==> config.mk <==
export PLATFORM = sky130hd
export DESIGN_NAME = rr_arb_mux_flat
export DESIGN_NICKNAME = d
export VERILOG_FILES = /design/src/rtl/rr_arb_mux_if.sv /design/src/rtl/rr_arb_mux.sv /design/src/flat_wrapper.sv
export SDC_FILE = /design/constraint.sdc
export NUM_CORES = 1
export LEC_CHECK = 0
export BUFFER_PORTS_ARGS = -buffer_cell sky130_fd_sc_hd__buf_2
export CORE_ASPECT_RATIO = 0.5
export CORE_MARGIN = 10
export CORE_UTILIZATION = 56
export DETAILED_ROUTE_END_ITERATION = 16
export HOLD_SLACK_MARGIN = 0.1
export PLACE_DENSITY_LB_ADDON = 0.25
export REMOVE_ABC_BUFFERS = 1
export SKIP_CTS_REPAIR_TIMING = 1
export SYNTH_ARGS = -nofsm -noshare
export SYNTH_HDL_FRONTEND = slang
export SYNTH_SLANG_ARGS = --single-unit
==> constraint.sdc <==
create_clock -name clk -period 7.1 [get_ports clk]
set_input_delay 1.42 -clock clk [delete_from_list [all_inputs] [get_ports clk]]
set_output_delay 1.42 -clock clk [all_outputs]
set_load 0.02 [all_outputs]
==> src/rtl/rr_arb_mux_if.sv <==
// Handshake bundle for rr_arb_mux: producer valid/ready/data, registered consumer side.
// Optional force_en/force_sel members exist only when ARB_MUX_FORCE_EN is defined.
interface rr_arb_mux_if #(
  parameter int WIDTH = 32,
  parameter int N     = 4
);
  localparam int SELW = (N > 1) ? $clog2(N) : 1;

  logic [N-1:0]       in_valid;
  logic [N*WIDTH-1:0] in_data;
  logic [N-1:0]       in_ready;
  logic               out_valid;
  logic [WIDTH-1:0]   out_data;
  logic [SELW-1:0]    out_sel;
  logic               out_ready;
`ifdef ARB_MUX_FORCE_EN
  logic               force_en;
  logic [SELW-1:0]    force_sel;

  modport master (
    output in_valid, in_data, out_ready, force_en, force_sel,
    input  in_ready, out_valid, out_data, out_sel
  );
  modport slave (
    input  in_valid, in_data, out_ready, force_en, force_sel,
    output in_ready, out_valid, out_data, out_sel
  );
`else
  modport master (
    output in_valid, in_data, out_ready,
    input  in_ready, out_valid, out_data, out_sel
  );
  modport slave (
    input  in_valid, in_data, out_ready,
    output in_ready, out_valid, out_data, out_sel
  );
`endif
endinterface

==> src/rtl/rr_arb_mux.sv <==
// N-channel round-robin arbiter feeding a single registered output stage (latency 1, 1 word/cycle).
// Define ARB_MUX_FORCE_EN to add force_en/force_sel arbitration override.
module rr_arb_mux #(
  parameter int WIDTH = 32,
  parameter int N     = 4
) (
  input logic         clk,
  input logic         rst_n,
  rr_arb_mux_if.slave bus
);
  localparam int SELW = (N > 1) ? $clog2(N) : 1;

  typedef enum logic {EMPTY = 1'b0, FULL = 1'b1} state_t;

  state_t           state_q, state_d;
  logic [SELW-1:0]  rr_ptr;
  logic [SELW-1:0]  grant;
  logic [SELW-1:0]  next_ptr;
  logic [SELW-1:0]  sel_q;
  logic [WIDTH-1:0] data_q;
  logic [WIDTH-1:0] sel_data;
  logic [N-1:0]     eligible;
  logic [N-1:0]     rot;
  logic             found;
  logic             load;
  logic             ptr_hold;
  logic             out_valid;
  int               idx;
  logic [WIDTH-1:0] chan_data [N];

  for (genvar i = 0; i < N; i++) begin : g_chan
    assign chan_data[i] = bus.in_data[i*WIDTH +: WIDTH];
  end

`ifdef ARB_MUX_FORCE_EN
  logic [N-1:0] force_mask;
  // An out-of-range forced index masks every channel, so nothing is granted.
  assign force_mask = (int'(bus.force_sel) < N) ? (N'(1) << bus.force_sel) : '0;
  assign eligible   = bus.force_en ? (bus.in_valid & force_mask) : bus.in_valid;
  assign ptr_hold   = bus.force_en;
`else
  assign eligible   = bus.in_valid;
  assign ptr_hold   = 1'b0;
`endif

  // Search starts at rr_ptr and wraps at N-1, so non-power-of-two N never visits a missing channel.
  always_comb begin
    grant = '0;
    found = 1'b0;
    idx   = 0;
    rot   = '0;
    for (int k = 0; k < N; k++) begin
      idx = int'(rr_ptr) + k;
      if (idx >= N) idx = idx - N;
      rot = eligible >> idx;
      if (!found && rot[0]) begin
        found = 1'b1;
        grant = SELW'(idx);
      end
    end
  end

  assign out_valid    = (state_q == FULL);
  assign load         = rst_n && (!out_valid || bus.out_ready) && found;
  assign next_ptr     = (grant == SELW'(N - 1)) ? '0 : grant + 1'b1;
  assign sel_data     = chan_data[grant];
  assign bus.in_ready = load ? (N'(1) << grant) : '0;
  assign bus.out_valid = out_valid;
  assign bus.out_data  = data_q;
  assign bus.out_sel   = sel_q;

  always_comb begin
    state_d = state_q;
    case (state_q)
      EMPTY:   if (load) state_d = FULL;
      FULL:    if (!load && bus.out_ready) state_d = EMPTY;
      default: state_d = EMPTY;
    endcase
  end

  always_ff @(posedge clk or negedge rst_n) begin
    if (!rst_n) begin
      state_q <= EMPTY;
      data_q  <= '0;
      sel_q   <= '0;
      rr_ptr  <= '0;
    end else begin
      state_q <= state_d;
      if (load) begin
        data_q <= sel_data;
        sel_q  <= grant;
        if (!ptr_hold) rr_ptr <= next_ptr;
      end
    end
  end
endmodule

==> src/flat_wrapper.sv <==
// flat-port wrapper written by rule: the top's interface ports become plain ports
module rr_arb_mux_flat 
#(
  parameter int WIDTH = 32,
  parameter int N     = 4
)
  (clk, rst_n, bus_in_valid, bus_in_data, bus_out_ready, bus_in_ready, bus_out_valid, bus_out_data, bus_out_sel);
  rr_arb_mux_if #(.WIDTH(WIDTH), .N(N)) bus_i ();
  input logic clk;
  input logic rst_n;
  input wire logic [$bits(bus_i.in_valid)-1:0] bus_in_valid;
  input wire logic [$bits(bus_i.in_data)-1:0] bus_in_data;
  input wire logic [$bits(bus_i.out_ready)-1:0] bus_out_ready;
  output wire logic [$bits(bus_i.in_ready)-1:0] bus_in_ready;
  output wire logic [$bits(bus_i.out_valid)-1:0] bus_out_valid;
  output wire logic [$bits(bus_i.out_data)-1:0] bus_out_data;
  output wire logic [$bits(bus_i.out_sel)-1:0] bus_out_sel;
  assign bus_i.in_valid = bus_in_valid;
  assign bus_i.in_data = bus_in_data;
  assign bus_i.out_ready = bus_out_ready;
  assign bus_in_ready = bus_i.in_ready;
  assign bus_out_valid = bus_i.out_valid;
  assign bus_out_data = bus_i.out_data;
  assign bus_out_sel = bus_i.out_sel;
  rr_arb_mux #(.WIDTH(WIDTH), .N(N)) u_core (.clk(clk), .rst_n(rst_n), .bus(bus_i));
endmodule
Yosys cells after proc, flatten, opt, wreduce, memory -nomap -nowiden. Index checks and enable logic that the tools add are counted. Widths: inputs -> output; s select.

Output and inout bits: 39. Input bits: 135. Word-level logic and storage cells: 57. Flip-flop bits (word level): 37.

Add/subtract/negate cells: 8. Magnitude comparators: 5. Shift-type cells: 5. Eq/ne operators: 1. Reduce and logical (&&, ||, !) cells: 12. Bitwise operators: 2. Multiplexer cells: 20.

Operators by type and width (number): $mux 32 (6); $shr 4x32->1 (4); $ge 32x4->1 const B (3); $sub 32x4->32 const B (3); $bmux 32 s2 (1); $mux 2 (5); $add 2x2->3 const B (2); $logic_and 1x1->1 (6); $mux 1 (6); $logic_not 1->1 (5); $mux 4 (1); $shl 1x2->4 const A (1); $sub 2x3->4 const B (1); $add 2x1->3 const B (1); $ge 2x3->1 const B (1); $ge 3x3->1 const B (1); $not 2->3 (1); $add 2x1->2 const B (1); $eq 2x2->1 const B (1); $pmux 1 s2 (1); $logic_or 1x1->1 (1); $not 1->1 (1).

Depth between registers and ports, before layout. Gate-level depths: netlist (run 1).

Word-level depth: 18. Depth in mapped cells: 17. Gate-level depth less buffers: 10.

Worst setup path before layout (run 1). No wires, ideal clock.

Kind: reg2out. Start point: register u_core.rr_ptr[0]. End point: output port bus_in_ready[1]. Path buffers: 6. Arrival: 3.551 ns. Path slack: 2.129 ns. Stages on the path, launching flop included: 16. Required time: 5.680 ns. Path through: dfrtp_1 buf_4 buf_4 inv_2 clkbuf_1 clkbuf_1 clkbuf_1 ha_1 buf_2 mux2i_1 mux2_2 o21ai_0 a22oi_1 inv_1 ha_1 and2_1.

Longest elaborated chain between the ends: 15. Elaborated cells between the ends (all ways): 36. Classes of those cells: add/sub: 7; order compare: 4; shift: 5; mux: 13; reduce/logical: 7.

Ends and longest elaborated chain: start, declared (line rr_arb_mux.sv:16) `logic [SELW-1:0] rr_ptr;`; start signal, assigned (line rr_arb_mux.sv:92) `if (!ptr_hold) rr_ptr <= next_ptr;`; parallel branches: the longest is 12 deep, another holds $sub 32x4->32; $mux 2 (*) (line rr_arb_mux.sv:56) `if (!found && rot[0]) begin`; net u_core.grant[0] (line rr_arb_mux.sv:17) `logic [SELW-1:0] grant;`; $shl 1x2->4 (*) (line rr_arb_mux.sv:67) `assign bus.in_ready = load ? (N'(1) << grant) : '0;`; $mux 4 (*) (line rr_arb_mux.sv:67); end, declared (line flat_wrapper.sv:14) `output wire logic [$bits(bus_i.in_ready)-1:0] bus_in_ready;`.

Mark *: on every way through the listed nets, which the timed path passes.

Final worst setup path (run 1).
Start point: register u_core.rr_ptr[0]. End point: output port bus_in_ready[3].

The elaborated chain is that of the path after synthesis.

==> impl_metrics.env, run 1 <==
export IMPL_final_cells=920
export IMPL_fin_crit_sh=0.897
export IMPL_wire_per_inst_um=21.2
export IMPL_n_antenna_cell=0
export IMPL_power_density_nw_per_um2=535
export IMPL_yosys_register_bits=37
export IMPL_nets=944
export IMPL_p_int_mw=1.30
export IMPL_synth_most_common_cell="nor2_1"
export IMPL_cp_start_kind="register"
export IMPL_clock_latency_ns=0.29
export IMPL_cts_htree_levels=2
export IMPL_crit_type="register to output port"
export IMPL_ctsLongestPathBuffers=2
export IMPL_seqPwrFrac=0.133
export IMPL_synthArstFlopShare=1.00
export IMPL_cts_tree="yes"
export IMPL_numPortBuffers=173
export IMPL_synthTopCellsByArea="dfrtp_1, a211oi_1, nor2_1"
export IMPL_fin_skew_ns=0.00533
export IMPL_core_area_um2=8770
export IMPL_postRouteAntennaNets=0
export IMPL_hp_class="register to register"
export IMPL_switching_share=0.596
export IMPL_dieArea_um2=13500
export IMPL_ys_warn_count=0
export IMPL_rsz0062_at_grt="false"
export IMPL_p_sw_mw=1.91
export IMPL_cts_clk_slew_worst_paths_ns=0.06
export IMPL_max_slew_margin_rel=0.0746
export IMPL_drc=0
export IMPL_crit_path_end_kind="output port"
export IMPL_synth_main_ff_cell="dfrtp_1"
export IMPL_vias=6486
export IMPL_dpl_hpwl_um=12500
export IMPL_yosys_area_top_type="dfrtp_1"
export IMPL_pwr_share_clk=0.074
export IMPL_drt_pass1_iter_count=6
export IMPL_leakage_nw=2.45
export IMPL_die_height_um=87.2
export IMPL_critPathArrivalTime_ns=4.95
export IMPL_worstMarginPinSlew_ns=1.39
export IMPL_seq_area_frac_synth=0.183
export IMPL_p_comb_frac=0.792
export IMPL_avgSynthCellArea_um2=7.25
export IMPL_finalMaxSlewViolations=0
export IMPL_synth_top_area_frac=0.183
export IMPL_boundaryPins=174
export IMPL_syn_area_um2=5060
export IMPL_drt_initial_drc_count=1020
export IMPL_synth_common_cells="nor2_1, clkbuf_1, o21ai_0, a211oi_1, or3_1"
export IMPL_synthCells=698
export IMPL_post_route_min_period_ns=6.37
export IMPL_final_area_um2=6000
export IMPL_final_util=0.684
export IMPL_critical_path_max_fanout=52
export IMPL_first_global_vias=6098
export IMPL_grt_use_total=0.266
export IMPL_drive_gt1_frac=0.278
export IMPL_start_util=0.577
export IMPL_grt_max_degree=74
export IMPL_placed_area_um2=5850
export IMPL_status="completed"
export IMPL_root_buffer="clkbuf_16"
export IMPL_fmax_mhz=157
export IMPL_synth_edf_count=0
export IMPL_post_drt_via_cell_ratio=7.05
export IMPL_finalHoldViolations=0
export IMPL_fillerInstances=793
export IMPL_ys_types=58
export IMPL_area_delta_synth_final_pct=18.5
export IMPL_grt_overflow_total=0
export IMPL_grt_pass1_wl_um=30400
export IMPL_cts_sinks=37
export IMPL_placementRows=24
export IMPL_setup_violations=0
export IMPL_numCtsBuffers=5
export IMPL_gp_congestion=0.867
export IMPL_crit_required_ns=5.68
export IMPL_die_x_um=154
export IMPL_ir_drop_mv=0.606
export IMPL_maxCapViolCount=0
export IMPL_routed_wl_um=19500
export IMPL_place_inst=912
export IMPL_antenna_found_initial=1
state kept, by name (all words and copies together), names as in the netlist:
register	cells
u_core.bus.out_data	32
u_core.bus.out_sel	2
u_core.rr_ptr	2
u_core.bus.out_valid	1
cells in the final DEF, fill, tap and decap left out, types with 2 or more instances in the layout:
master / Yosys / final
nand2b_1: 2 / 2
buf_2: 20 / 173
a211o_1: 32 / 32
and2_1: 7 / 7
a22oi_1: 3 / 3
o211ai_1: 3 / 3
a211oi_1: 62 / 62
or3_1: 58 / 58
nor2_1: 100 / 100
clkbuf_1: 64 / 2
mux2_2: 6 / 6
o21ai_0: 64 / 64
o21bai_1: 30 / 30
buf_4: 5 / 16
ha_1: 7 / 7
o22ai_1: 2 / 2
nand4_1: 31 / 31
nand2_1: 16 / 16
mux4_2: 2 / 2
clkbuf_16: 0 / 5
a21oi_1: 6 / 4
a21boi_0: 2 / 2
nor3_1: 3 / 3
dfrtp_1: 37 / 36
mux2i_4: 0 / 2
a21oi_2: 2 / 3
mux2i_1: 7 / 6
inv_1: 5 / 5
nor4_1: 3 / 3
o2111ai_1: 30 / 30
a221oi_1: 31 / 31
a31oi_1: 29 / 29
layer usage:
metal | vias to the layer above | track usage | share of wire
met5 | - | 0 | 0
met4 | 0 | 0.0853 | 0.018
met3 | 50 | 0.0597 | 0.11
met2 | 416 | 0.436 | 0.47
met1 | 3053 | 0.341 | 0.41
li1 | 2967 | - | -
layout make-up:
type / count / area (µm²) / share of cell area
sequential: 37 / 927 / 0.155
multi-input combinational: 562 / 3760 / 0.628
inverter: 7 / 27.5 / 0.00459
timing repair buffer: 189 / 986 / 0.164
clock buffer: 8 / 146 / 0.0244
tap: 117 / 146 / 0.0244
cells by family after synthesis:
family | count (synthesis) | share of synthesized area
adder cells (fa/ha/maj) | 7 | 0.0173
AND/OR/NAND/NOR | 227 | 0.226
flip-flops | 37 | 0.183
buffers and inverters | 99 | 0.0838
AO/OA/AOI/OAI | 312 | 0.452
multiplexers | 16 | 0.0388
path summary, 6_finish.rpt:
path                                                   start                             endpoint  slack (ns)  cells after the start
min reg2reg                u_core.bus.out_sel[0]$_DFFE_PN0P_    u_core.bus.out_sel[0]$_DFFE_PN0P_        0.49                      1
max reg2reg                     u_core.rr_ptr[0]$_DFFE_PN0P_         u_core.rr_ptr[1]$_DFFE_PN0P_        2.33                     11
min                        u_core.bus.out_sel[0]$_DFFE_PN0P_    u_core.bus.out_sel[0]$_DFFE_PN0P_        0.49                      1
max                             u_core.rr_ptr[0]$_DFFE_PN0P_                      bus_in_ready[3]        0.73                     11
max in group asynchronous                              rst_n         u_core.rr_ptr[0]$_DFFE_PN0P_        5.43                      2
min in group asynchronous                              rst_n  u_core.bus.out_data[23]$_DFFE_PN0P_        1.22                      2
worst max-delay path, stage by stage (launching register included):
cell and delay, ns:
dfrtp_2 1.00, clkinv_2 0.14, ha_1 0.54, mux2i_4 0.28, buf_4 0.39, mux2_2 0.72, o21ai_0 0.42, a22oi_1 0.46
inv_1 0.13, ha_1 0.21, and2_1 0.13, buf_2 0.15
power by group through the flow:
stage | Clock [mW] | Sequential, mW | Combinational [mW]
floorplan | 0 | 0.527 | 1.55
global placement | 0 | 0.420 | 2.42
detailed placement | 0 | 0.428 | 2.49
CTS | 0.238 | 0.426 | 2.49
global route | 0.248 | 0.441 | 2.75
finish | 0.239 | 0.428 | 2.54
metrics by stage:
stage / hold slack [ns] / setup WS, ns / TNS (ns) / power (mW)
6_report: 0.491 / 0.731 / 0 / 3.21
5_1_grt: 0.517 / 0.496 / 0 / 3.44
4_1_cts: 0.498 / 0.840 / 0 / 3.16
3_5_place_dp: 0.483 / 1.18 / 0 / 2.92
3_3_place_gp: 0.468 / 1.34 / 0 / 2.84
2_1_floorplan: 0.581 / -0.364 / -1.46 / 2.08
Power figures use the tool's default switching activity.
==> run 2: changes to the inputs <==
--- a/config.mk
+++ b/config.mk
@@ -11,7 +11,7 @@
 export CORE_UTILIZATION = 56
 export DETAILED_ROUTE_END_ITERATION = 16
 export HOLD_SLACK_MARGIN = 0.1
-export PLACE_DENSITY_LB_ADDON = 0.25
+export PLACE_DENSITY = 0.88
 export REMOVE_ABC_BUFFERS = 1
 export SKIP_CTS_REPAIR_TIMING = 1
 export SYNTH_ARGS = -nofsm -noshare
==> impl_metrics.env, run 2 (synthesis results as in run 1) <==
export IMPL_numCtsBuffers=5
export IMPL_layout_common_cells="buf_2, nor2_1, o21ai_0"
export IMPL_first_global_vias=6005
export IMPL_drt_pass1_iter_count=6
export IMPL_ir_drop_mv=0.464
export IMPL_gp_congestion=0.864
export IMPL_critical_path_top_delay_family="multiplexers"
export IMPL_boundaryPins=174
export IMPL_seqCellArea_um2=927
export IMPL_grt_use_total=0.266
export IMPL_crit_required_ns=5.68
export IMPL_cts_sinks=37
export IMPL_crit_path_end_kind="output port"
export IMPL_critical_path_max_fanout=34
export IMPL_start_util=0.577
export IMPL_largest_register_ffs=32
export IMPL_wire_per_inst_um=21.1
export IMPL_rsz0062_at_grt="false"
export IMPL_leakage_nw=2.43
export IMPL_critPathArrivalTime_ns=4.48
export IMPL_wl_met2_um=9260
export IMPL_place_inst=910
export IMPL_power_density_nw_per_um2=532
export IMPL_multi_input_area_um2=3770
export IMPL_finalMaxSlewViolations=0
export IMPL_cts_htree_levels=2
export IMPL_fin_crit_sh=0.832
export IMPL_antenna_found_initial=0
export IMPL_grt_overflow_total=0
export IMPL_wl_met1_um=7640
export IMPL_dpl_hpwl_um=12800
export IMPL_hp_class="register to register"
export IMPL_setup_slack_ns=1.20
export IMPL_wl_met3_um=1910
export IMPL_final_common_cell="buf_2"
export IMPL_core_area_um2=8770
export IMPL_final_cells=918
export IMPL_cts_clk_slew_worst_paths_ns=0.06
export IMPL_cts_tree="yes"
export IMPL_fmax_mhz=169
export IMPL_clock_latency_ns=0.29
export IMPL_drive_gt1_frac=0.275
export IMPL_dieArea_um2=13500
export IMPL_vias=6563
export IMPL_status="completed"
export IMPL_grt_pass1_wl_um=30400
export IMPL_highest_layer="met4"
export IMPL_placementRows=24
export IMPL_root_buffer="clkbuf_16"
export IMPL_drc=0
export IMPL_die_x_um=154
export IMPL_die_height_um=87.2
export IMPL_hold_path_depth=1
export IMPL_cp_depth=11
export IMPL_r2r_cells=11
export IMPL_post_route_min_period_ns=5.90
export IMPL_post_place_ws_ns=1.28
export IMPL_max_slew_margin_rel=0.163
export IMPL_maxCapViolCount=0
export IMPL_worst_hold_slack_ns=0.480
export IMPL_crit_type="register to output port"
export IMPL_postRouteAntennaNets=0
export IMPL_nets=942
export IMPL_n_antenna_cell=0
export IMPL_ctsLongestPathBuffers=2
export IMPL_cp_start_kind="register"
export IMPL_numPortBuffers=173
export IMPL_worstMarginPinSlew_ns=1.26
export IMPL_grt_max_degree=113
export IMPL_post_drt_via_cell_ratio=7.15
export IMPL_area_delta_synth_final_pct=18.1
export IMPL_cp_slowest_cell="mux2_2"
export IMPL_cpPeakStageDelay_ns=0.73
export IMPL_drt_initial_drc_count=1137
export IMPL_routed_wl_um=19400
export IMPL_setup_violations=0
export IMPL_fillerInstances=756
export IMPL_crit_chain="inv_1 -> ha_1 -> mux2i_4 -> buf_4 -> mux2_2 -> o21ai_0 -> a22oi_1 -> inv_1 -> ha_1 -> and2_1 -> buf_2"
export IMPL_finalHoldViolations=0
export IMPL_path_buf_inv=4
export IMPL_fin_skew_ns=0.00558
run 2: worst paths after layout:
check                                                  startpoint                                end  slack (ns)
worst max-delay path                 u_core.rr_ptr[1]$_DFFE_PN0P_                    bus_in_ready[3]        1.20
worst min-delay path            u_core.bus.out_sel[0]$_DFFE_PN0P_  u_core.bus.out_sel[0]$_DFFE_PN0P_        0.48
worst max register to register       u_core.rr_ptr[1]$_DFFE_PN0P_       u_core.rr_ptr[1]$_DFFE_PN0P_        2.83
worst min register to register  u_core.bus.out_sel[0]$_DFFE_PN0P_  u_core.bus.out_sel[0]$_DFFE_PN0P_        0.48
max in group asynchronous                                   rst_n       u_core.rr_ptr[0]$_DFFE_PN0P_        5.11
min in group asynchronous                                   rst_n     u_core.bus.out_valid$_DFF_PN0_        1.30
run 2: cell type report:
type | count | area share
clock buffers | 8 | 0.0228
inverters | 7 | 0.00460
multi-input cells | 562 | 0.631
flip-flops and latches | 37 | 0.155
well taps | 117 | 0.0245
repair buffers | 187 | 0.162
run 2: report_power, final:
part / switching, mW / internal (mW)
clock network: 0.0970 / 0.131
registers: 0.0656 / 0.322
logic: 1.74 / 0.827
total: 1.90 / 1.28
run 2: layer usage:
| layer | vias up | global-route usage |
|---|---|---|
| li1 | 2972 | - |
| met1 | 3000 | 0.337 |
| met2 | 513 | 0.436 |
| met3 | 78 | 0.0478 |
| met4 | 0 | 0.123 |
| met5 | - | 0 |
run 2: worst register-to-register path: cells and delay by family (launching register included):
family	cells	cell delay [ns]
AOI/OAI and AO/OA	3	0.88
adders and majority gates	2	0.85
buffers and inverters	3	0.73
DFF	1	0.58
muxes	2	1.02
and+or+nand+nor	1	0.05
run 2: metrics by stage:
| stage | power [mW] | setup TNS [ns] | instance area, µm² | utilization |
|---|---|---|---|---|
| 6_report | 3.18 | 0 | 5980 | 0.682 |
| 3_5_place_dp | 2.88 | 0 | 5840 | 0.666 |
| 4_1_cts | 3.11 | 0 | 5980 | 0.682 |
| 3_3_place_gp | 2.81 | 0 | 5840 | 0.666 |
| 2_1_floorplan | 2.08 | -1.46 | 4660 | - |
| 5_1_grt | 3.40 | 0 | 5980 | 0.682 |
==> run 3: changes to the inputs <==
--- a/config.mk
+++ b/config.mk
@@ -8,10 +8,10 @@
 export BUFFER_PORTS_ARGS = -buffer_cell sky130_fd_sc_hd__buf_2
 export CORE_ASPECT_RATIO = 0.5
 export CORE_MARGIN = 10
-export CORE_UTILIZATION = 56
+export CORE_UTILIZATION = 47
 export DETAILED_ROUTE_END_ITERATION = 16
 export HOLD_SLACK_MARGIN = 0.1
-export PLACE_DENSITY = 0.88
+export PLACE_DENSITY = 0.79
 export REMOVE_ABC_BUFFERS = 1
 export SKIP_CTS_REPAIR_TIMING = 1
 export SYNTH_ARGS = -nofsm -noshare
==> constraint.sdc (replaced) <==
create_clock -name clk -period 5.1 [get_ports clk]
set_input_delay 1.02 -clock clk [delete_from_list [all_inputs] [get_ports clk]]
set_output_delay 1.02 -clock clk [all_outputs]
set_load 0.02 [all_outputs]
==> impl_metrics.env, run 3 (synthesis results as in run 1) <==
export IMPL_antenna_found_initial=0
export IMPL_n_antenna_cell=0
export IMPL_clock_latency_ns=0.29
export IMPL_ir_drop_mv=0.663
export IMPL_crit_path_end_kind="output port"
export IMPL_drc=0
export IMPL_cts_htree_levels=2
export IMPL_worst_hold_slack_ns=0.471
export IMPL_post_place_ws_ns=0.694
export IMPL_fin_crit_sh=0.906
export IMPL_drt_pass1_iter_count=5
export IMPL_max_slew_margin_rel=0.240
export IMPL_crit_required_ns=4.08
export IMPL_cts_sinks=37
export IMPL_fmax_mhz=216
export IMPL_cp_start_kind="register"
export IMPL_postRouteAntennaNets=0
export IMPL_grt_max_degree=135
export IMPL_numPortBuffers=173
export IMPL_critical_path_max_fanout=29
export IMPL_critPathArrivalTime_ns=3.60
export IMPL_first_global_vias=6072
export IMPL_dieArea_um2=15600
export IMPL_multi_input_area_um2=3760
export IMPL_die_height_um=93.4
export IMPL_drt_initial_drc_count=911
export IMPL_hp_class="register to register"
export IMPL_cts_clk_slew_worst_paths_ns=0.06
export IMPL_setup_violations=0
export IMPL_grtUsageMet1=0.303
export IMPL_vias=6478
export IMPL_power_density_nw_per_um2=742
export IMPL_die_x_um=167
export IMPL_setup_slack_ns=0.481
export IMPL_rsz0062_at_grt="false"
export IMPL_boundaryPins=174
export IMPL_fin_skew_ns=0.00412
export IMPL_start_util=0.489
export IMPL_grt_use_met3=0.0317
export IMPL_area_delta_synth_final_pct=19.6
export IMPL_crit_type="register to output port"
export IMPL_fillerInstances=986
export IMPL_finalMaxSlewViolations=0
export IMPL_root_buffer="clkbuf_16"
export IMPL_seqCellArea_um2=927
export IMPL_status="completed"
export IMPL_drive_gt1_frac=0.279
export IMPL_nets=948
export IMPL_post_drt_via_cell_ratio=6.84
export IMPL_ctsLongestPathBuffers=2
export IMPL_worstMarginPinSlew_ns=1.14
export IMPL_grt_overflow_total=0
export IMPL_layout_common_cells="buf_2, nor2_1, o21ai_0"
export IMPL_top_usage_layer="met2"
export IMPL_finalHoldViolations=0
export IMPL_routed_wl_um=19900
export IMPL_grt_use_total=0.235
export IMPL_final_cells=947
export IMPL_dpl_hpwl_um=13100
export IMPL_met2_usage=0.403
export IMPL_core_area_um2=10300
export IMPL_final_common_cell="buf_2"
export IMPL_leakage_nw=2.47
export IMPL_placementRows=26
export IMPL_wire_per_inst_um=21.0
export IMPL_gp_congestion=0.869
export IMPL_cts_tree="yes"
export IMPL_post_route_min_period_ns=4.62
export IMPL_place_inst=939
export IMPL_grt_pass1_wl_um=31700
export IMPL_maxCapViolCount=0
export IMPL_numCtsBuffers=5
export IMPL_largest_register_ffs=32
## run 3: cell count changes in the layout (fill, tap and decap cells not counted), sizes merged
cell	previous run	this run
buf	187	193
## run 3: routing by layer
metal | routed length [µm] | part of all wire
met1 | 8060 | 0.41
met2 | 9800 | 0.49
met3 | 1640 | 0.083
met4 | 387 | 0.019
met5 | 0 | 0
## run 3: layout make-up
class | count | area share
Clock buffer | 8 | 0.0242
Inverter | 7 | 0.00455
Multi-Input combinational cell | 562 | 0.621
Sequential cell | 37 | 0.153
Tap cell | 140 | 0.0289
Timing Repair Buffer | 193 | 0.168
## run 3: worst paths after layout
kind / slack (ns) / end / start / depth (start not counted)
max in group asynchronous: 3.83 / u_core.rr_ptr[0]$_DFFE_PN0P_ / rst_n / 2
worst max register to register: 1.35 / u_core.bus.out_data[21]$_DFFE_PN0P_ / u_core.rr_ptr[0]$_DFFE_PN0P_ / 9
worst min-delay path: 0.47 / u_core.bus.out_sel[0]$_DFFE_PN0P_ / u_core.bus.out_sel[0]$_DFFE_PN0P_ / 1
worst min register to register: 0.47 / u_core.bus.out_sel[0]$_DFFE_PN0P_ / u_core.bus.out_sel[0]$_DFFE_PN0P_ / 1
min in group asynchronous: 0.85 / u_core.rr_ptr[0]$_DFFE_PN0P_ / rst_n / 2
worst max-delay path: 0.48 / bus_in_ready[1] / u_core.rr_ptr[0]$_DFFE_PN0P_ / 10
## run 3: worst max-delay path: stages (launching register included)
cell      delay, ns
dfrtp_2        0.73
clkinv_2       0.15
ha_1           0.47
a21boi_0       0.20
a22oi_1        0.45
o21ai_0        0.28
a22oi_1        0.41
inv_1          0.13
ha_1           0.21
and2_1         0.13
buf_2          0.15
## run 3: stage by stage
step / utilization / cell area, µm² / setup TNS (ns) / power, mW
final: 0.585 / 6050 / 0 / 4.49
after global placement: 0.571 / 5910 / 0 / 4.00
after CTS: 0.585 / 6050 / 0 / 4.42
after global routing: 0.585 / 6050 / 0 / 4.83
after detailed placement: 0.571 / 5910 / 0 / 4.08
after floorplan: - / 4660 / -63.37 / 2.89
## run 3: power by group
group	total, mW	switching, mW	internal, mW
sequential	0.567	0.120	0.447
clock	0.335	0.139	0.196
combinational	3.59	2.40	1.19
total	4.49	2.66	1.83
